File: src/rtl/alu_seq_pkg.sv
// alu_seq_pkg: ALU codes, IR opcodes, sequencer states and decode helpers
package alu_seq_pkg;
   localparam logic [4:0] ALU_NOP = 5'b00000, ALU_ADD = 5'b00001, ALU_SUB = 5'b00010, ALU_MUL = 5'b00011,
                          ALU_DIV = 5'b00100, ALU_SHR = 5'b00101, ALU_SHL = 5'b00110, ALU_SHRA = 5'b00111,
                          ALU_ROR = 5'b01000, ALU_ROL = 5'b01001, ALU_AND = 5'b01010, ALU_OR = 5'b01011,
                          ALU_NEG = 5'b01100, ALU_NOT = 5'b01111;
   localparam logic [4:0] OP_ADD = 5'b00011, OP_SUB = 5'b00100, OP_AND = 5'b00101, OP_OR = 5'b00110,
                          OP_ROR = 5'b00111, OP_ROL = 5'b01000, OP_SHR = 5'b01001, OP_SHRA = 5'b01010,
                          OP_SHL = 5'b01011, OP_ADDI = 5'b01100, OP_ANDI = 5'b01101, OP_ORI = 5'b01110,
                          OP_DIV = 5'b01111, OP_MUL = 5'b10000, OP_NEG = 5'b10001, OP_NOT = 5'b10010;
   typedef enum logic [2:0] {S_IDLE, S_T0, S_T1, S_T2, S_T3, S_T4, S_T5, S_T6} state_t;
   // instruction class: register, immediate, two-operand mul/div, unary, illegal
   typedef enum logic [2:0] {C_R, C_I, C_M, C_U, C_X} cls_t;
   typedef struct packed {
      logic pc_out, mar_in, read, mdr_in, mdr_out, ir_in;
      logic gra, grb, grc, rin, rout, cout, yin, zin, zlo_out, zhi_out, hi_in, lo_in;
   } strb_t;

   function automatic cls_t op_class(input logic [4:0] op);
      case (op)
         OP_ADD, OP_SUB, OP_AND, OP_OR, OP_ROR, OP_ROL, OP_SHR, OP_SHRA, OP_SHL: return C_R;
         OP_ADDI, OP_ANDI, OP_ORI: return C_I;
         OP_DIV, OP_MUL: return C_M;
         OP_NEG, OP_NOT: return C_U;
         default: return C_X;
      endcase
   endfunction

   function automatic logic [4:0] op_to_alu(input logic [4:0] op);
      case (op)
         OP_ADD, OP_ADDI: return ALU_ADD;
         OP_SUB: return ALU_SUB;
         OP_AND, OP_ANDI: return ALU_AND;
         OP_OR, OP_ORI: return ALU_OR;
         OP_ROR: return ALU_ROR;
         OP_ROL: return ALU_ROL;
         OP_SHR: return ALU_SHR;
         OP_SHRA: return ALU_SHRA;
         OP_SHL: return ALU_SHL;
         OP_DIV: return ALU_DIV;
         OP_MUL: return ALU_MUL;
         OP_NEG: return ALU_NEG;
         OP_NOT: return ALU_NOT;
         default: return ALU_NOP;
      endcase
   endfunction

   // datapath strobes for a step; the class only matters from T3 on
   function automatic strb_t step_strobes(input state_t s, input cls_t c);
      strb_t v;
      logic rf, m, u;
      rf = c == C_R || c == C_I;
      m = c == C_M;
      u = c == C_U;
      v.pc_out = s == S_T0;
      v.mar_in = s == S_T0;
      v.read = s == S_T1;
      v.mdr_in = s == S_T1;
      v.mdr_out = s == S_T2;
      v.ir_in = s == S_T2;
      v.gra = (s == S_T3 && m) || (s == S_T5 && rf) || (s == S_T4 && u);
      v.grb = (s == S_T3 && !m) || (s == S_T4 && m);
      v.grc = s == S_T4 && c == C_R;
      v.rin = (s == S_T5 && rf) || (s == S_T4 && u);
      v.rout = s == S_T3 || (s == S_T4 && (c == C_R || m));
      v.cout = s == S_T4 && c == C_I;
      v.yin = s == S_T3 && !u;
      v.zin = (s == S_T4 && !u) || (s == S_T3 && u);
      v.zlo_out = s == S_T5 || (s == S_T4 && u);
      v.zhi_out = s == S_T6;
      v.hi_in = s == S_T6;
      v.lo_in = s == S_T5 && m;
      return v;
   endfunction
endpackage

File: src/rtl/seq_step_timer.sv
// seq_step_timer: per-step dwell counter and saturating T1 memory-wait timeout
module seq_step_timer #(
   parameter int STEP_CYCLES = 1,
   parameter int MEM_TIMEOUT = 16
) (
   input  logic clk,
   input  logic clr,
   input  logic i_restart,
   input  logic i_t1,
   output logic o_tc,
   output logic o_tmo
);
   localparam int SW = $clog2(STEP_CYCLES + 1);
   localparam int TW = $clog2(MEM_TIMEOUT + 1);
   localparam logic [SW-1:0] STEP_LAST = SW'(STEP_CYCLES - 1);
   localparam logic [TW-1:0] TMO_LAST = TW'(MEM_TIMEOUT - 1);
   logic [SW-1:0] r_step;
   logic [TW-1:0] r_tmo;
   assign o_tc = r_step == STEP_LAST;
   assign o_tmo = r_tmo == TMO_LAST;
   // step count restarts on each state change and holds at terminal count while T1 waits; timeout runs only in T1
   always_ff @(posedge clk or negedge clr)
      if (!clr) begin
         r_step <= '0;
         r_tmo <= '0;
      end else begin
         r_step <= i_restart ? '0 : o_tc ? r_step : r_step + 1'b1;
         r_tmo <= (i_restart || !i_t1) ? '0 : o_tmo ? r_tmo : r_tmo + 1'b1;
      end
endmodule

File: src/rtl/alu_instr_sequencer.sv
// alu_instr_sequencer: hardwired fetch/decode/execute strobe sequencer for ALU instructions (optional SEQ_INC_PC_EN adds incPC)
module alu_instr_sequencer
   import alu_seq_pkg::*;
#(
   parameter int STEP_CYCLES = 1,
   parameter int MEM_TIMEOUT = 16,
   parameter int IR_W = 32
) (
   input  logic            clk,
   input  logic            clr,
   input  logic            start,
   input  logic            mem_rdy,
   input  logic [IR_W-1:0] ir,
   output logic            PCout,
   output logic            MARin,
   output logic            read,
   output logic            MDRin,
   output logic            MDRout,
   output logic            IRin,
   output logic            incPC,
   output logic            Gra,
   output logic            Grb,
   output logic            Grc,
   output logic            Rin,
   output logic            Rout,
   output logic            Cout,
   output logic            Yin,
   output logic            Zin,
   output logic            ZLowOut,
   output logic            ZHighOut,
   output logic            HIin,
   output logic            LOin,
   output logic [4:0]      alu_op,
   output logic            busy,
   output logic            done,
   output logic            err
);
   state_t r_state, w_nxt;
   cls_t r_cls, w_cls;
   strb_t r_s;
   logic [4:0] r_op, w_op, r_alu, w_ir_op;
   logic r_busy, r_done, r_err, w_done, w_err, w_tc, w_tmo, w_restart, w_unused;
   assign w_ir_op = ir[IR_W-1 -: 5];
   assign w_unused = ^ir[IR_W-6:0];
   // opcode is sampled on the edge that enters T3 (ir must be stable by the end of T2), then held
   assign w_cls = (r_state == S_T2) ? op_class(w_ir_op) : r_cls;
   assign w_op = (r_state == S_T2) ? op_to_alu(w_ir_op) : r_op;
   assign w_restart = w_nxt != r_state;
   seq_step_timer #(.STEP_CYCLES(STEP_CYCLES), .MEM_TIMEOUT(MEM_TIMEOUT)) u_timer (
      .clk(clk), .clr(clr), .i_restart(w_restart), .i_t1(r_state == S_T1), .o_tc(w_tc), .o_tmo(w_tmo)
   );
   // next step and completion/abort flags
   always_comb begin
      w_nxt = r_state;
      w_done = 1'b0;
      w_err = 1'b0;
      case (r_state)
         S_IDLE: w_nxt = start ? S_T0 : S_IDLE;
         S_T0: w_nxt = w_tc ? S_T1 : S_T0;
         S_T1: begin
            if (w_tc && mem_rdy) w_nxt = S_T2;
            else if (w_tmo) begin
               w_nxt = S_IDLE;
               w_err = 1'b1;
            end
         end
         S_T2: if (w_tc) begin
            w_nxt = (w_cls == C_X) ? S_IDLE : S_T3;
            w_err = w_cls == C_X;
         end
         S_T3: w_nxt = w_tc ? S_T4 : S_T3;
         S_T4: if (w_tc) begin
            w_nxt = (w_cls == C_U) ? S_IDLE : S_T5;
            w_done = w_cls == C_U;
         end
         S_T5: if (w_tc) begin
            w_nxt = (w_cls == C_M) ? S_T6 : S_IDLE;
            w_done = w_cls != C_M;
         end
         S_T6: if (w_tc) begin
            w_nxt = S_IDLE;
            w_done = 1'b1;
         end
         default: w_nxt = S_IDLE;
      endcase
   end
   // state plus outputs registered from the next step so strobes are glitch-free and drop on async clear
   always_ff @(posedge clk or negedge clr)
      if (!clr) begin
         r_state <= S_IDLE;
         r_cls <= C_R;
         r_op <= ALU_NOP;
         r_alu <= ALU_NOP;
         r_s <= '0;
         r_busy <= 1'b0;
         r_done <= 1'b0;
         r_err <= 1'b0;
      end else begin
         r_state <= w_nxt;
         r_cls <= w_cls;
         r_op <= w_op;
         r_s <= step_strobes(w_nxt, w_cls);
         r_alu <= ((w_nxt == S_T4 && w_cls != C_U) || (w_nxt == S_T3 && w_cls == C_U)) ? w_op : ALU_NOP;
         r_busy <= w_nxt != S_IDLE;
         r_done <= w_done;
         r_err <= w_err;
      end
   assign {PCout, MARin, read, MDRin, MDRout, IRin, Gra, Grb, Grc, Rin, Rout, Cout, Yin, Zin, ZLowOut, ZHighOut, HIin, LOin} = r_s;
   assign alu_op = r_alu;
   assign busy = r_busy;
   assign done = r_done;
   assign err = r_err;
`ifdef SEQ_INC_PC_EN
   // one pulse in the final cycle of T1, i.e. the cycle the fetch is accepted
   assign incPC = (r_state == S_T1) && w_tc && mem_rdy;
`else
   assign incPC = 1'b0;
`endif
endmodule

File: config.mk
export PLATFORM = sky130hd
export DESIGN_NAME = alu_instr_sequencer
export DESIGN_NICKNAME = d
export VERILOG_FILES = /design/src/rtl/alu_seq_pkg.sv /design/src/rtl/seq_step_timer.sv /design/src/rtl/alu_instr_sequencer.sv
export SDC_FILE = /design/constraint.sdc
export NUM_CORES = 1
export LEC_CHECK = 0
export BUFFER_PORTS_ARGS = -buffer_cell sky130_fd_sc_hd__buf_2
export CAP_MARGIN = 20
export CORE_MARGIN = 5
export CORE_UTILIZATION = 40
export DETAILED_ROUTE_END_ITERATION = 16
export SYNTH_ARGS = -nofsm -noshare
export SYNTH_HDL_FRONTEND = slang
export SYNTH_HIERARCHICAL = 1
export SYNTH_SLANG_ARGS = --single-unit
File: constraint.sdc
create_clock -name clk -period 6.8 [get_ports clk]
set_clock_uncertainty 0.15 [all_clocks]
set_input_delay 1.7 -clock clk [delete_from_list [all_inputs] [get_ports clk]]
set_output_delay 1.7 -clock clk [all_outputs]
set_load 0.02 [all_outputs]
==> results of run 1 <==
[worst paths after layout]
kind	start	slack (ns)	cells past startpoint	endpoint
hold reg to reg	r_op[4]	0.33	1	r_op[4]
setup reg to reg	u_timer/r_tmo[0]	3.78	11	u_timer/r_tmo[0]
hold / removal	r_op[4]	0.33	1	r_op[4]
setup / recovery	ir[27]	3.18	9	Yin
max in group asynchronous	clr	4.64	1	Zin
min in group asynchronous	clr	1.34	1	u_timer/r_tmo[1]
[per-layer routing]
metal  global-route usage [%]  vias up  wire [µm]
met5                        0        -          0
met4                     4.46        0         56
met3                     3.27        5        196
met2                     17.9       37       1760
met1                     18.2      768       2170
li1                         -      823          -
[sequential cells by signal, summed over array words and instances, names as in the netlist, 3 cells and up]
name and flops:
alu_op 5, r_cls 3, r_op 5, r_state 3
u_timer/r_tmo 5
[power by group through the flow]
stage / Clock, W / Sequential (W) / Combinational, W
floorplan: 0 / 0.000353 / 0.000342
CTS: 0.000153 / 0.000345 / 0.000425
global route: 0.000165 / 0.000355 / 0.000464
finish: 0.000149 / 0.000345 / 0.000420
global placement: 0 / 0.000350 / 0.000418
detailed placement: 0 / 0.000349 / 0.000422
[cells in the mapped netlist (all sizes together) (2+ instances only)]
| library cell | instances | share of area (%) |
|---|---|---|
| o211ai | 2 | 0.70 |
| buf | 13 | 4.7 |
| or2 | 2 | 0.59 |
| nand2b | 4 | 1.2 |
| nor2b | 3 | 0.88 |
| xor2 | 3 | 1.2 |
| nand3 | 5 | 1.4 |
| o22a | 2 | 0.82 |
| clkbuf | 4 | 0.70 |
| dfrtp | 38 | 44 |
| a21oi | 9 | 2.6 |
| nor3 | 6 | 1.9 |
| nand3b | 5 | 1.8 |
| o31ai | 3 | 1.1 |
| and2 | 2 | 0.59 |
| conb | 2 | 0.35 |
| a31oi | 5 | 1.5 |
| a21boi | 5 | 1.8 |
| o21ai | 9 | 2.5 |
| nor2 | 22 | 3.9 |
| mux2i | 3 | 1.4 |
| nand2 | 24 | 4.3 |
| and3 | 3 | 0.88 |
| or3b | 2 | 0.82 |
| nand4b | 3 | 1.2 |
| ha | 6 | 3.5 |
| nor3b | 2 | 0.70 |
| a21o | 3 | 1.1 |
| and3b | 2 | 0.82 |
| inv | 8 | 1.4 |
| or4b | 3 | 1.6 |
[layout make-up]
cell class / instances / share of cell area (%)
inverter: 8 / 1.27
tap: 70 / 3.71
multi-input combinational: 158 / 44.1
clock buffer: 6 / 3.49
timing repair buffer: 34 / 7.20
sequential: 38 / 40.2
[layout by cell type, fill, tap and decap left out, drive strengths merged, types with 3 or more instances in the layout]
master   n
nand3b   5
clkbuf   6
a21oi    9
a21boi   5
or4b     3
nand2b   4
and3     3
nand3    5
a31oi    5
nand2   24
buf     34
xor2     3
inv      8
o21ai    9
nor3     6
o31ai    3
ha       6
dfrtp   38
nor2    22
a21o     3
mux2i    3
nand4b   3
nor2b    3
[metrics by stage]
stage               area [µm²]  total power (W)  setup slack (ns)
floorplan                 2140         0.000696              3.23
global placement          2280         0.000768              2.90
detailed placement        2280         0.000772              2.89
CTS                       2360         0.000922              3.18
global route              2360         0.000984              3.05
finish                    2360         0.000915              3.18
[kinds of logic (layout without fill, tap and decap cells)]
| family | after synthesis | after routing | synth area share [%] |
|---|---|---|---|
| buffers and inverters | 25 | 48 | 6.79 |
| flip-flops | 38 | 38 | 44.5 |
| multiplexers | 4 | 4 | 2.46 |
| AND/OR/NAND/NOR | 91 | 91 | 23.6 |
| AO/OA/AOI/OAI | 51 | 51 | 17.2 |
| adder cells (fa/ha/maj) | 6 | 6 | 3.51 |
| other | 2 | 2 | 0.351 |
| XOR/XNOR | 4 | 4 | 1.64 |
==> reports/qor.yml, run 1 <==
worst_setup_path:
  critPathRequiredTime_ns: 6.82
  path_buf_inv: 2
  critPathKind: "in -> reg"
  critPathLaunchType: "input port"
  critPathMaxFanout: 7
  end_kind: "flop"
  arrival_ns: 3.64
  slowest_delay_ns: 0.57
  path_delay_family: "simple AND/OR/NAND/NOR gates"
  cp_cell_sequence: "buf_2 -> inv_1 -> ha_1 -> nand2_1 -> o32a_1 -> o21ai_2 -> or4b_4 -> nand2_2 -> and3b_1"
  crit_slowest_cell: "or4b_4"
route:
  via_per_inst: 5.20
  ant_nets: 0
  routed_wl_um: 4180
  drc: 0
  first_pass_iters: 4
  dr.first_iter.drc_count: 52
  wl_per_cell_um: 13.3
  vias: 1633
clock_network:
  post-cts-setup-buffers: 0
  clock_latency_ns: 0.29
  clk_pin_slew_ns: 0.06
  cts_tree: "yes"
  numCtsBuffers: 5
  ctsResizeCount: 0
  cts_sinks: 38
  cts_buffer_depth: 2
  ctsHoldBuffers: 0
  ctsHtreeMaxLevel: 2
  cts_root_buf: "clkbuf_8"
final_layout:
  areaGrowthSynthToFinish_pct: 10.5
  antenna_cells: 0
  layout-drive-gt1-share_pct: 21.3
  final_cells: 314
  fillers: 538
  fin_nets: 287
  utilization_pct: 46.0
  seqCellArea_um2: 951
  multi_input_area_mm2: 0.00104
sta:
  tns_ns: 0
  min_period_ns: 3.62
  max_slew_margin_pct: 46.9
  rsz0062_at_grt: "false"
  setup_viol: 0
  min_period_over_period_pct: 53.2
  timing.fmax_mhz: 277
  finalHoldViolations: 0
  drv_slew: 0
  hold_slack_ns: 0.328
  worst_pin_slew_ns: 0.797
synthesis:
  yosysWarnings: 6
  synth-seq-cells: 38
  syn_nets: 263
  async_reset_ff_share_pct: 100
  syn_area_mm2: 0.00214
  syn_inst: 221
  synthFlopType: "dfrtp_1"
  syn_area_per_cell_um2: 9.68
  yosysSeqAreaShare_pct: 44.5
  yosysUniqueCellTypes: 59
  synth_edf_count: 0
floorplan:
  coreArea_mm2: 0.00514
  io_pins: 63
  die-area_mm2: 0.00691
  dieWidth_um: 83.1
  die_y_um: 83.1
  std_cell_rows: 26
  initial_utilization_pct: 41.6
place:
  routabilityCongestion: 0.812
  dpl.cell_count: 308
  hpwl_um: 3030
  io_buffers: 34
global_routing:
  antenna_found_initial: 0
  overflow: 0
  grt_max_degree: 39
  grt_pass1_wl_um: 7210
  grt_pass1_vias: 1496
  grt.total_usage_pct: 12.5
power_and_ir_drop:
  power_leakage_nw: 1.14
  power-per-cell-area_mw_per_mm2: 387
  comb_power_share_pct: 45.9
  seqPwrFrac_pct: 37.8
  switching_share_pct: 42.6
  p_sw_w: 0.000390
  clockPowerShare_pct: 16.3
  ir_worst_vdd_mv: 0.127
  p_int_w: 0.000525
hold_path:
  hold_class: "reg -> reg"
flow_run:
  drv_cap: 0
status:
  status: "complete, no violations"
Power figures use the tool's default switching activity.
==> run 2, diff against run 1 <==
- PLACE_DENSITY: unset -> 0.67
- clock period: 6.8 -> 2.9 ns (I/O delays scaled with it)
==> run 2 against run 1 <==
Register-to-register slack got worse by 3.6 ns. Die area did not move. Power rose by 140%. Non-clock buffer count rose by 9. Sequential share of layout area fell by 1.3 points. Core utilization rose by 1.6 points. Setup slack got worse by 3.0 ns. Clock power rose by 150%. Cell count rose by 3.5%. Critical path depth rose by 2. First-iteration DRC count rose to 2.7 times the previous value. Critical path type is now reg -> reg. Largest power group unchanged.
==> reports/qor.yml, run 2 (synthesis results as in run 1) <==
route:
  ant_nets: 0  # unchanged
  wl_per_cell_um: 12.6  # -5.1%
  dr.first_iter.drc_count: 141  # +170%
  drc: 0  # unchanged
  vias: 1657  # +1.5%
  first_pass_iters: 4  # unchanged
  routed_wl_um: 4110  # -1.8%
  via_per_inst: 5.10  # -2.0%
clock_network:
  cts_buffer_depth: 2  # unchanged
  cts_sinks: 38  # unchanged
  clock_latency_ns: 0.29  # about the same
  cts_root_buf: "clkbuf_8"
  clk_pin_slew_ns: 0.07  # about the same
  ctsHtreeMaxLevel: 2  # unchanged
  post-cts-setup-buffers: 0  # unchanged
  cts_tree: "yes"
  ctsHoldBuffers: 0  # unchanged
  numCtsBuffers: 5  # unchanged
  ctsResizeCount: 0  # unchanged
status:
  status: "complete, no violations"
worst_setup_path:
  crit_end: "u_timer/r_tmo[1]"
  critPathMaxFanout: 5  # -2
  cp-startpoint: "u_timer/r_tmo[0]"
  r2r_end: "u_timer/r_tmo[1]"
  timing.rr.start: "u_timer/r_tmo[0]"
  reg2reg_slack_ns: 0.20  # -3.58 ns
  end_kind: "flop"
  critPathLaunchType: "flop"
  critPathRequiredTime_ns: 2.93  # -3.89 ns
  reg2regPathDepth: 11  # unchanged
  arrival_ns: 2.73  # -0.91 ns
  critPathKind: "reg -> reg"
final_layout:
  seqCellArea_um2: 951  # unchanged
  layout-drive-gt1-share_pct: 24.7  # +3.4 points
  final_cells: 325  # +3.5%
  final_area_mm2: 0.00244  # +3.4%
  multi_input_area_mm2: 0.00104  # unchanged
  fillers: 543  # +0.93%
  final_common_cell: "dfrtp_1"
  final_cell_mix: "38 x dfrtp_1, 34 x buf_2, 23 x nand2_1"
  antenna_cells: 0  # unchanged
  areaGrowthSynthToFinish_pct: 14.3
  fin_nets: 296  # +3.1%
global_routing:
  grt_pass1_wl_um: 7160  # -0.76%
  grt_pass1_vias: 1497  # +0.067%
  overflow: 0  # unchanged
  grt.total_usage_pct: 12.8  # +0.22 points
  grt_max_degree: 39  # unchanged
  antenna_found_initial: 0  # unchanged
power_and_ir_drop:
  p_int_w: 0.00130  # +150%
  seqPwrFrac_pct: 35.0  # -2.8 points
  p_sw_w: 0.000932  # +140%
  comb_power_share_pct: 48.4  # +2.5 points
  clockPowerShare_pct: 16.6  # +0.3 points
  fin_total_pwr_w: 0.00223  # +140%
  switching_share_pct: 41.8  # -0.84 points
  power_leakage_nw: 1.19  # +4.2%
  ir_worst_vdd_mv: 0.306  # +140%
  power-per-cell-area_mw_per_mm2: 913  # +140%
floorplan:
  initial_utilization_pct: 41.6  # unchanged
  dieWidth_um: 83.1  # unchanged
  io_pins: 63  # unchanged
  coreArea_mm2: 0.00514  # unchanged
  die_y_um: 83.1  # unchanged
  std_cell_rows: 26  # unchanged
  die-area_mm2: 0.00691  # unchanged
sta:
  setup_viol: 0  # unchanged
  min_period_ns: 2.70
  tns_ns: 0  # unchanged
  max_slew_margin_pct: 46.4  # -0.48 points
  drv_slew: 0  # unchanged
  hold_slack_ns: 0.336  # +0.00819 ns
  timing.fmax_mhz: 370
  min_period_over_period_pct: 93.2
  worst_pin_slew_ns: 0.804  # +0.00722 ns
  rsz0062_at_grt: "false"
  finalHoldViolations: 0  # unchanged
place:
  io_buffers: 34  # unchanged
  routabilityCongestion: 0.787  # -3.1%
  dpl_cell_area_mm2: 0.00235  # +3.0%
  hpwl_um: 3030  # -0.10%
  dpl.cell_count: 317  # +2.9%
flow_run:
  drv_cap: 0  # unchanged
hold_path:
  hold_class: "reg -> reg"
[run 2: worst min path at each step]
stage,end,startpoint,slack (ns),depth (start not counted)
2_1_floorplan,Cout,clr,0.28,0
3_3_place_gp,r_op[4],r_op[4],0.31,1
3_5_place_dp,r_op[4],r_op[4],0.32,1
4_1_cts,r_op[4],r_op[4],0.34,1
5_1_grt,r_op[4],r_op[4],0.37,1
6_report,r_op[4],r_op[4],0.34,1
[run 2: power groups by stage]
stage	logic (W)	clock network, W	registers [W]
2_1_floorplan	0.000803	0	0.000828
3_3_place_gp	0.00106	0	0.000792
3_5_place_dp	0.00108	0	0.000789
4_1_cts	0.00108	0.000387	0.000782
5_1_grt	0.00121	0.000405	0.000806
6_report	0.00108	0.000370	0.000782
[run 2: final cells by class]
class                           instances  area share, %
Multi-Input combinational cell        158           42.7
Sequential cell                        38           38.9
Timing Repair Buffer                   43           9.73
Tap cell                               70           3.58
Clock buffer                            6           3.38
Inverter                                8           1.23
Clock inverter                          2          0.512
[run 2: metrics by stage]
stage          setup slack, ns  utilization (%)
3_5_place_dp            0.0889             45.7
3_3_place_gp             0.108             45.7
5_1_grt                 0.0221             47.5
2_1_floorplan            0.302                -
6_report                 0.198             47.5
4_1_cts                  0.191             47.5
[run 2: per-layer routing]
layer	GRT usage, %	share of wire [%]
met2	19.0	44
met3	3.76	5.9
met4	6.24	1.9
met5	0	0
met1	16.9	48
[run 2: critical path: stages, from the launching register on]
cell and delay [ns]:
dfrtp_1 0.41, ha_1 0.21, and3_1 0.18, ha_1 0.20, or4b_1 0.52, o21ai_0 0.09, a311o_1 0.25, a211oi_1 0.08
a21o_1 0.16, nand2_1 0.04, nand2b_1 0.21, nor2_1 0.08
